File: src/rtl/conv_pkg.sv
// Shared definitions for the 3x3 convolution MAC: coefficient FSM states,
// tap count and accumulator width derivation.
package conv_pkg;

  localparam int NUM_TAPS = 9;

  typedef enum logic [1:0] {
    ST_IDLE = 2'd0,
    ST_LOAD = 2'd1,
    ST_RUN  = 2'd2
  } coef_state_e;

  // Nine products of (DATA_WIDTH+1)x(COEF_WIDTH) bits plus headroom for the sum.
  function automatic int acc_width(input int data_width, input int coef_width);
    return data_width + coef_width + 5;
  endfunction

endpackage

File: src/rtl/conv_coef_bank.sv
// Double-buffered coefficient store: a shadow bank filled one word per write,
// committed to the active bank on the ninth write.
module conv_coef_bank
  import conv_pkg::*;
#(
  parameter int COEF_WIDTH = 8
) (
  input  logic                                 clk,
  input  logic                                 rst,
  input  logic                                 coef_load,
  input  logic                                 coef_we,
  input  logic [COEF_WIDTH-1:0]                coef_in,
  output logic                                 coef_ready,
  output logic [NUM_TAPS-1:0][COEF_WIDTH-1:0]  active
);

  coef_state_e                          state;
  logic [3:0]                           cnt;
  logic [NUM_TAPS-1:0][COEF_WIDTH-1:0]  shadow;
  logic [NUM_TAPS-1:0][COEF_WIDTH-1:0]  shadow_next;

  // NOTE: assign a default first so every path drives the signal and no latch is inferred.
  always_comb begin
    shadow_next      = shadow;
    shadow_next[cnt] = coef_in;
  end

  // NOTE: sequential state uses non-blocking assignments so all registers update together.
  always_ff @(posedge clk) begin
    if (rst) begin
      state      <= ST_IDLE;
      cnt        <= '0;
      coef_ready <= 1'b0;
      // NOTE: both banks are small register arrays and must read as zero after reset.
      shadow     <= '0;
      active     <= '0;
    end else if (coef_load) begin
      state <= ST_LOAD;
      cnt   <= '0;
    end else if (state == ST_LOAD && coef_we) begin
      shadow <= shadow_next;
      if (cnt == 4'(NUM_TAPS - 1)) begin
        // Commit includes the word written on this same edge.
        active     <= shadow_next;
        state      <= ST_RUN;
        coef_ready <= 1'b1;
        cnt        <= '0;
      end else begin
        cnt <= cnt + 4'd1;
      end
    end
  end

endmodule

File: src/rtl/conv3x3_mac.sv
// 3x3 convolution multiply-accumulate, 3-stage pipeline, one window per cycle.
// Define CONV_RELU_EN to zero acc_out for negative sums.
module conv3x3_mac
  import conv_pkg::*;
#(
  parameter int  DATA_WIDTH  = 8,
  parameter int  KERNEL_SIZE = 3,
  parameter int  COEF_WIDTH  = 8,
  parameter int  SHIFT       = 0,
  localparam int ACC_WIDTH   = acc_width(DATA_WIDTH, COEF_WIDTH)
) (
  input  logic                         clk,
  input  logic                         rst,
  input  logic [DATA_WIDTH*9-1:0]      window_flat,
  input  logic                         valid_in,
  input  logic                         coef_load,
  input  logic                         coef_we,
  input  logic [COEF_WIDTH-1:0]        coef_in,
  output logic                         coef_ready,
  output logic signed [ACC_WIDTH-1:0]  acc_out,
  output logic [DATA_WIDTH-1:0]        pixel_out,
  output logic                         valid_out
);

  localparam logic signed [ACC_WIDTH-1:0] PIX_MAX =
    {{(ACC_WIDTH - DATA_WIDTH){1'b0}}, {DATA_WIDTH{1'b1}}};

  logic [NUM_TAPS-1:0][COEF_WIDTH-1:0] coef_active;
  logic                                accept;
  logic signed [ACC_WIDTH-1:0]         prod_d [NUM_TAPS];
  logic signed [ACC_WIDTH-1:0]         prod_q [NUM_TAPS];
  logic signed [ACC_WIDTH-1:0]         row_d  [KERNEL_SIZE];
  logic signed [ACC_WIDTH-1:0]         row_q  [KERNEL_SIZE];
  logic signed [ACC_WIDTH-1:0]         total_d;
  logic signed [ACC_WIDTH-1:0]         shifted;
  logic signed [ACC_WIDTH-1:0]         acc_d;
  logic [DATA_WIDTH-1:0]               pix_d;
  logic                                v1, v2;

  conv_coef_bank #(.COEF_WIDTH(COEF_WIDTH)) u_coef_bank (
    .clk        (clk),
    .rst        (rst),
    .coef_load  (coef_load),
    .coef_we    (coef_we),
    .coef_in    (coef_in),
    .coef_ready (coef_ready),
    .active     (coef_active)
  );

  assign accept = valid_in & coef_ready;

  // Pixels are unsigned, so zero-extend them; coefficients sign-extend.
  always_comb begin
    for (int k = 0; k < NUM_TAPS; k++) begin
      prod_d[k] = $signed({{(ACC_WIDTH - DATA_WIDTH){1'b0}}, window_flat[DATA_WIDTH*k +: DATA_WIDTH]})
                * $signed({{(ACC_WIDTH - COEF_WIDTH){coef_active[k][COEF_WIDTH-1]}}, coef_active[k]});
    end
  end

  always_comb begin
    for (int r = 0; r < KERNEL_SIZE; r++) begin
      row_d[r] = '0;
      for (int c = 0; c < KERNEL_SIZE; c++) begin
        row_d[r] = row_d[r] + prod_q[r*KERNEL_SIZE + c];
      end
    end
  end

  always_comb begin
    total_d = '0;
    for (int r = 0; r < KERNEL_SIZE; r++) begin
      total_d = total_d + row_q[r];
    end
    shifted = total_d >>> SHIFT;
    if (shifted[ACC_WIDTH-1])    pix_d = '0;
    else if (shifted > PIX_MAX)  pix_d = '1;
    else                         pix_d = shifted[DATA_WIDTH-1:0];
`ifdef CONV_RELU_EN
    acc_d = total_d[ACC_WIDTH-1] ? '0 : total_d;
`else
    acc_d = total_d;
`endif
  end

  // NOTE: product and row-sum registers carry no reset; the valid chain alone qualifies them.
  always_ff @(posedge clk) begin
    if (accept) prod_q <= prod_d;
    if (v1)     row_q  <= row_d;
  end

  always_ff @(posedge clk) begin
    if (rst) begin
      v1        <= 1'b0;
      v2        <= 1'b0;
      valid_out <= 1'b0;
      acc_out   <= '0;
      pixel_out <= '0;
    end else begin
      v1        <= accept;
      v2        <= v1;
      valid_out <= v2;
      if (v2) begin
        acc_out   <= acc_d;
        pixel_out <= pix_d;
      end
    end
  end

endmodule

File: config.mk
export PLATFORM = sky130hd
export DESIGN_NAME = conv3x3_mac
export DESIGN_NICKNAME = d
export VERILOG_FILES = /design/src/rtl/conv_pkg.sv /design/src/rtl/conv_coef_bank.sv /design/src/rtl/conv3x3_mac.sv
export SDC_FILE = /design/constraint.sdc
export NUM_CORES = 2
export LEC_CHECK = 0
export ABC_CLOCK_PERIOD_IN_PS = 7000
export CELL_PAD_IN_SITES_DETAIL_PLACEMENT = 0
export CELL_PAD_IN_SITES_GLOBAL_PLACEMENT = 2
export CORE_MARGIN = 3
export CORE_UTILIZATION = 42
export DETAILED_ROUTE_END_ITERATION = 10
export PLACE_DENSITY = 0.94
export RECOVER_POWER = 50
export SYNTH_ARGS = -nofsm -noshare
export SYNTH_HDL_FRONTEND = slang
export SYNTH_SLANG_ARGS = --single-unit
File: constraint.sdc
create_clock -name clk -period 7 [get_ports clk]
set_clock_uncertainty 0.05 [all_clocks]
set_input_delay 1.4 -clock clk [delete_from_list [all_inputs] [get_ports clk]]
set_output_delay 1.4 -clock clk [all_outputs]
set_load 0.005 [all_outputs]
==> out/results.ini <==
[synthesis]
synthXorXnorAreaFrac_pct = 3.62
postSynth.asyncResetShare_pct = 0
synth_top_family_by_area = adder cells
ys_seq_area_share_pct = 26.7
synth_top_area_share_pct = 21.8
synth_edf_count = 216
ys_types = 71
avgSynthCellArea_sq_um = 9.76
synth_top_area_cell = fa_1
ys.flop_type = edfxtp_1
synth_nets = 4796
syn_area_sq_um = 37500
synth-simple-area-share_pct = 15.9
synthMuxAreaShare_pct = 1.98
synthTopCellsByArea = fa_1, edfxtp_1, ha_1
yosysWarnings = 0
synth_fa_ha_area_share_pct = 37.2
synth-seq-cells = 391
synth_cells = 3842
synth_compound_area_share_pct = 7.86

[die]
rows = 108
die_w_microns = 305
die_h_microns = 305
core_area_sq_um = 87600
start_util_pct = 42.8
io_pins = 116
dieArea_sq_um = 92900

[critical_path]
worstPathMaxFanout = 8
worstSetupPathType = in -> reg
worst_ep_required_time_ns = 7.28
end_kind = flip-flop
worstSetupStartpointType = input pin
arrival_ns = 6.03

[sta]
slew_viol_final = 262
fin_crit_sh_pct = 82.1
hold_viol_final = 0
worst_pin_slew_ns = 4.24
rsz0062_at_grt = false
setup_viol = 0
relSlewSlack_pct = -183
setup_tns_ns = 0
max_freq_mhz = 174
fin_crit_ns = 5.75

[clocking]
holdBufCountCts = 0
htree_levels = 2
path_clk_slew_ns = 0.06
cts_tree = done
clk_path_buf_depth = 3
cts_resized = 0
cts_sinks = 391
clockRootBuffer = clkbuf_16
post-cts-setup-buffers = 0
cts_buffers = 43
clock_latency_ns = 0.58

[place]
portBuffers = 115
placed_area_sq_um = 39800
gp_congestion = 0.851
dp_hpwl_microns = 67400

[outcome]
status = complete, but fails checks
violations = max-capacitance violations, max-slew violations

[job]
maxCapViolCount = 3

[final_layout]
drive_above_1_share_pct = 2.97
final_cell_area_sq_um = 41200
num-nets-final = 4853
antennaDiodeCount = 0
syn_to_final_growth_pct = 10.0

[grt]
grt_pass1_wl_microns = 142000
grtUsageMet3_pct = 2.69
grt_max_degree = 155
grt_use_met2_pct = 31.4
busiest_layer = met2
gr-total-overflow = 0
grt_use_met1_pct = 26.5
grt_pass1_vias = 26465
track_usage_pct = 18.9
antenna_found_initial = 1

[power]
total_power_w = 0.00493
p_leak_nw = 18.1
max-vdd-ir-drop_mv = 0.151
cellPowerDensity_nw_per_um2 = 120

[routing]
vias = 26102
drc = 0
drt_iter0_drc = 1451
wire_per_inst_microns = 16.9
antenna_left = 0
via_per_inst = 5.13
drt-total-wl_microns = 86200
first_pass_iters = 5

[min_path]
hold_class = reg -> reg

==> cell type report <==
class,count,area (sq um)
Clock buffer,56,1240
Clock inverter,24,255
Fill cell,8324,46300
Inverter,556,2090
Multi-Input combinational cell,2774,25000
Sequential cell,391,9990
Tap cell,1155,1450
Timing Repair Buffer,133,1270
==> registers in the layout (all words and copies together) (netlist names) <==
| signal | flops |
|---|---|
| v2 | 1 |
| u_coef_bank.cnt | 4 |
| prod_q | 153 |
| u_coef_bank.active | 72 |
| u_coef_bank.coef_ready | 1 |
| v1 | 1 |
| valid_out | 1 |
| u_coef_bank.state | 2 |
| pixel_out | 8 |
| u_coef_bank.shadow | 64 |
| acc_out | 21 |
| row_q | 63 |
==> report_power, final <==
| group | total [W] | internal [W] | switching, W |
|---|---|---|---|
| clock | 0.00237 | 0.00138 | 0.000996 |
| sequential | 0.00240 | 0.00240 | 0.00000112 |
| combinational | 0.000161 | 0.0000544 | 0.000106 |
| total | 0.00493 | 0.00383 | 0.00110 |
==> routing by layer <==
metal | share of wire [%] | routed length (microns)
met1 | 47 | 40100
met2 | 48 | 41000
met3 | 4.3 | 3730
met4 | 1.5 | 1260
met5 | 0.015 | 13
==> through the flow <==
step	worst slack, ns	hold slack, ns	instances	util (%)
floorplan	1.54	0.384	3842	-
finish	1.25	0.403	5089	47.1
global route	0.797	0.418	5089	47.1
global placement	0.760	0.392	5009	45.4
detailed placement	0.702	0.396	5009	45.4
CTS	1.32	0.404	5089	47.1
==> cells in the final DEF (no fill, tap or decap), drive strengths merged, types with 61 or more instances in the layout <==
cell type | synthesis | routed
a21oi | 132 | 132
and2 | 279 | 279
clkbuf | 105 | 61
clkdlybuf4s50 | 0 | 71
dfxtp | 175 | 175
edfxtp | 216 | 216
fa | 408 | 408
ha | 461 | 461
inv | 555 | 556
mux2i | 74 | 74
nand2 | 403 | 403
nand2b | 65 | 65
nand3 | 97 | 97
nor2 | 252 | 252
o21ai | 77 | 77
xnor2 | 131 | 131
==> worst paths after layout <==
check	startpoint	end	slack [ns]	cells after the start
hold reg to reg	u_coef_bank.shadow[16]$_SDFFE_PP0P_	u_coef_bank.shadow[16]$_SDFFE_PP0P_	0.40	2
hold / removal	u_coef_bank.shadow[16]$_SDFFE_PP0P_	u_coef_bank.shadow[16]$_SDFFE_PP0P_	0.40	2
setup reg to reg	u_coef_bank.active[15]$_SDFFE_PP0P_	prod_q[166]$_DFFE_PP_	2.09	16
setup / recovery	window_flat[35]	prod_q[103]$_DFFE_PP_	1.25	16
==> Yosys cell counts (all sizes together), types with 4 or more instances <==
cell / number
dfxtp: 175
o31ai: 4
nand2b: 65
a21o: 26
nand3: 97
nand2: 403
fa: 408
o21a: 15
xor2: 24
xnor2: 131
buf: 16
and2: 279
a21boi: 20
a41o: 5
nand4: 5
or3: 13
nor2b: 44
inv: 555
a41oi: 8
nor2: 252
a31oi: 10
a311oi: 33
a211oi: 41
o31a: 4
o311a: 6
a21oi: 132
clkbuf: 105
ha: 461
and3: 12
or2: 16
o41ai: 5
o211ai: 11
edfxtp: 216
o21ai: 77
mux2i: 74
o21ba: 4
o21bai: 5
nor3: 39
a211o: 5
==> worst max-delay path, cell delays in order <==
cell             delay (ns)
clkdlybuf4s50_1        0.66
nand2_1                0.13
fa_1                   0.46
fa_1                   0.47
fa_1                   0.50
fa_1                   0.49
inv_1                  0.05
ha_1                   0.30
nor2b_1                0.14
o21ai_0                0.21
a21boi_0               0.15
o21ai_0                0.22
a21oi_1                0.12
a41o_1                 0.27
o41a_1                 0.33
xnor2_1                0.13
==> cells by family (layout without fill, tap and decap cells) <==
kind of cell,Yosys count,in the layout
DFF,391,391
AOI/OAI and AO/OA,439,439
muxes,74,74
and+or+nand+nor,1237,1237
xor gates and xnor gates,155,155
adders and majority gates,869,869
buffers and inverters,677,769
No activity file was read; power rests on OpenSTA's default activity.
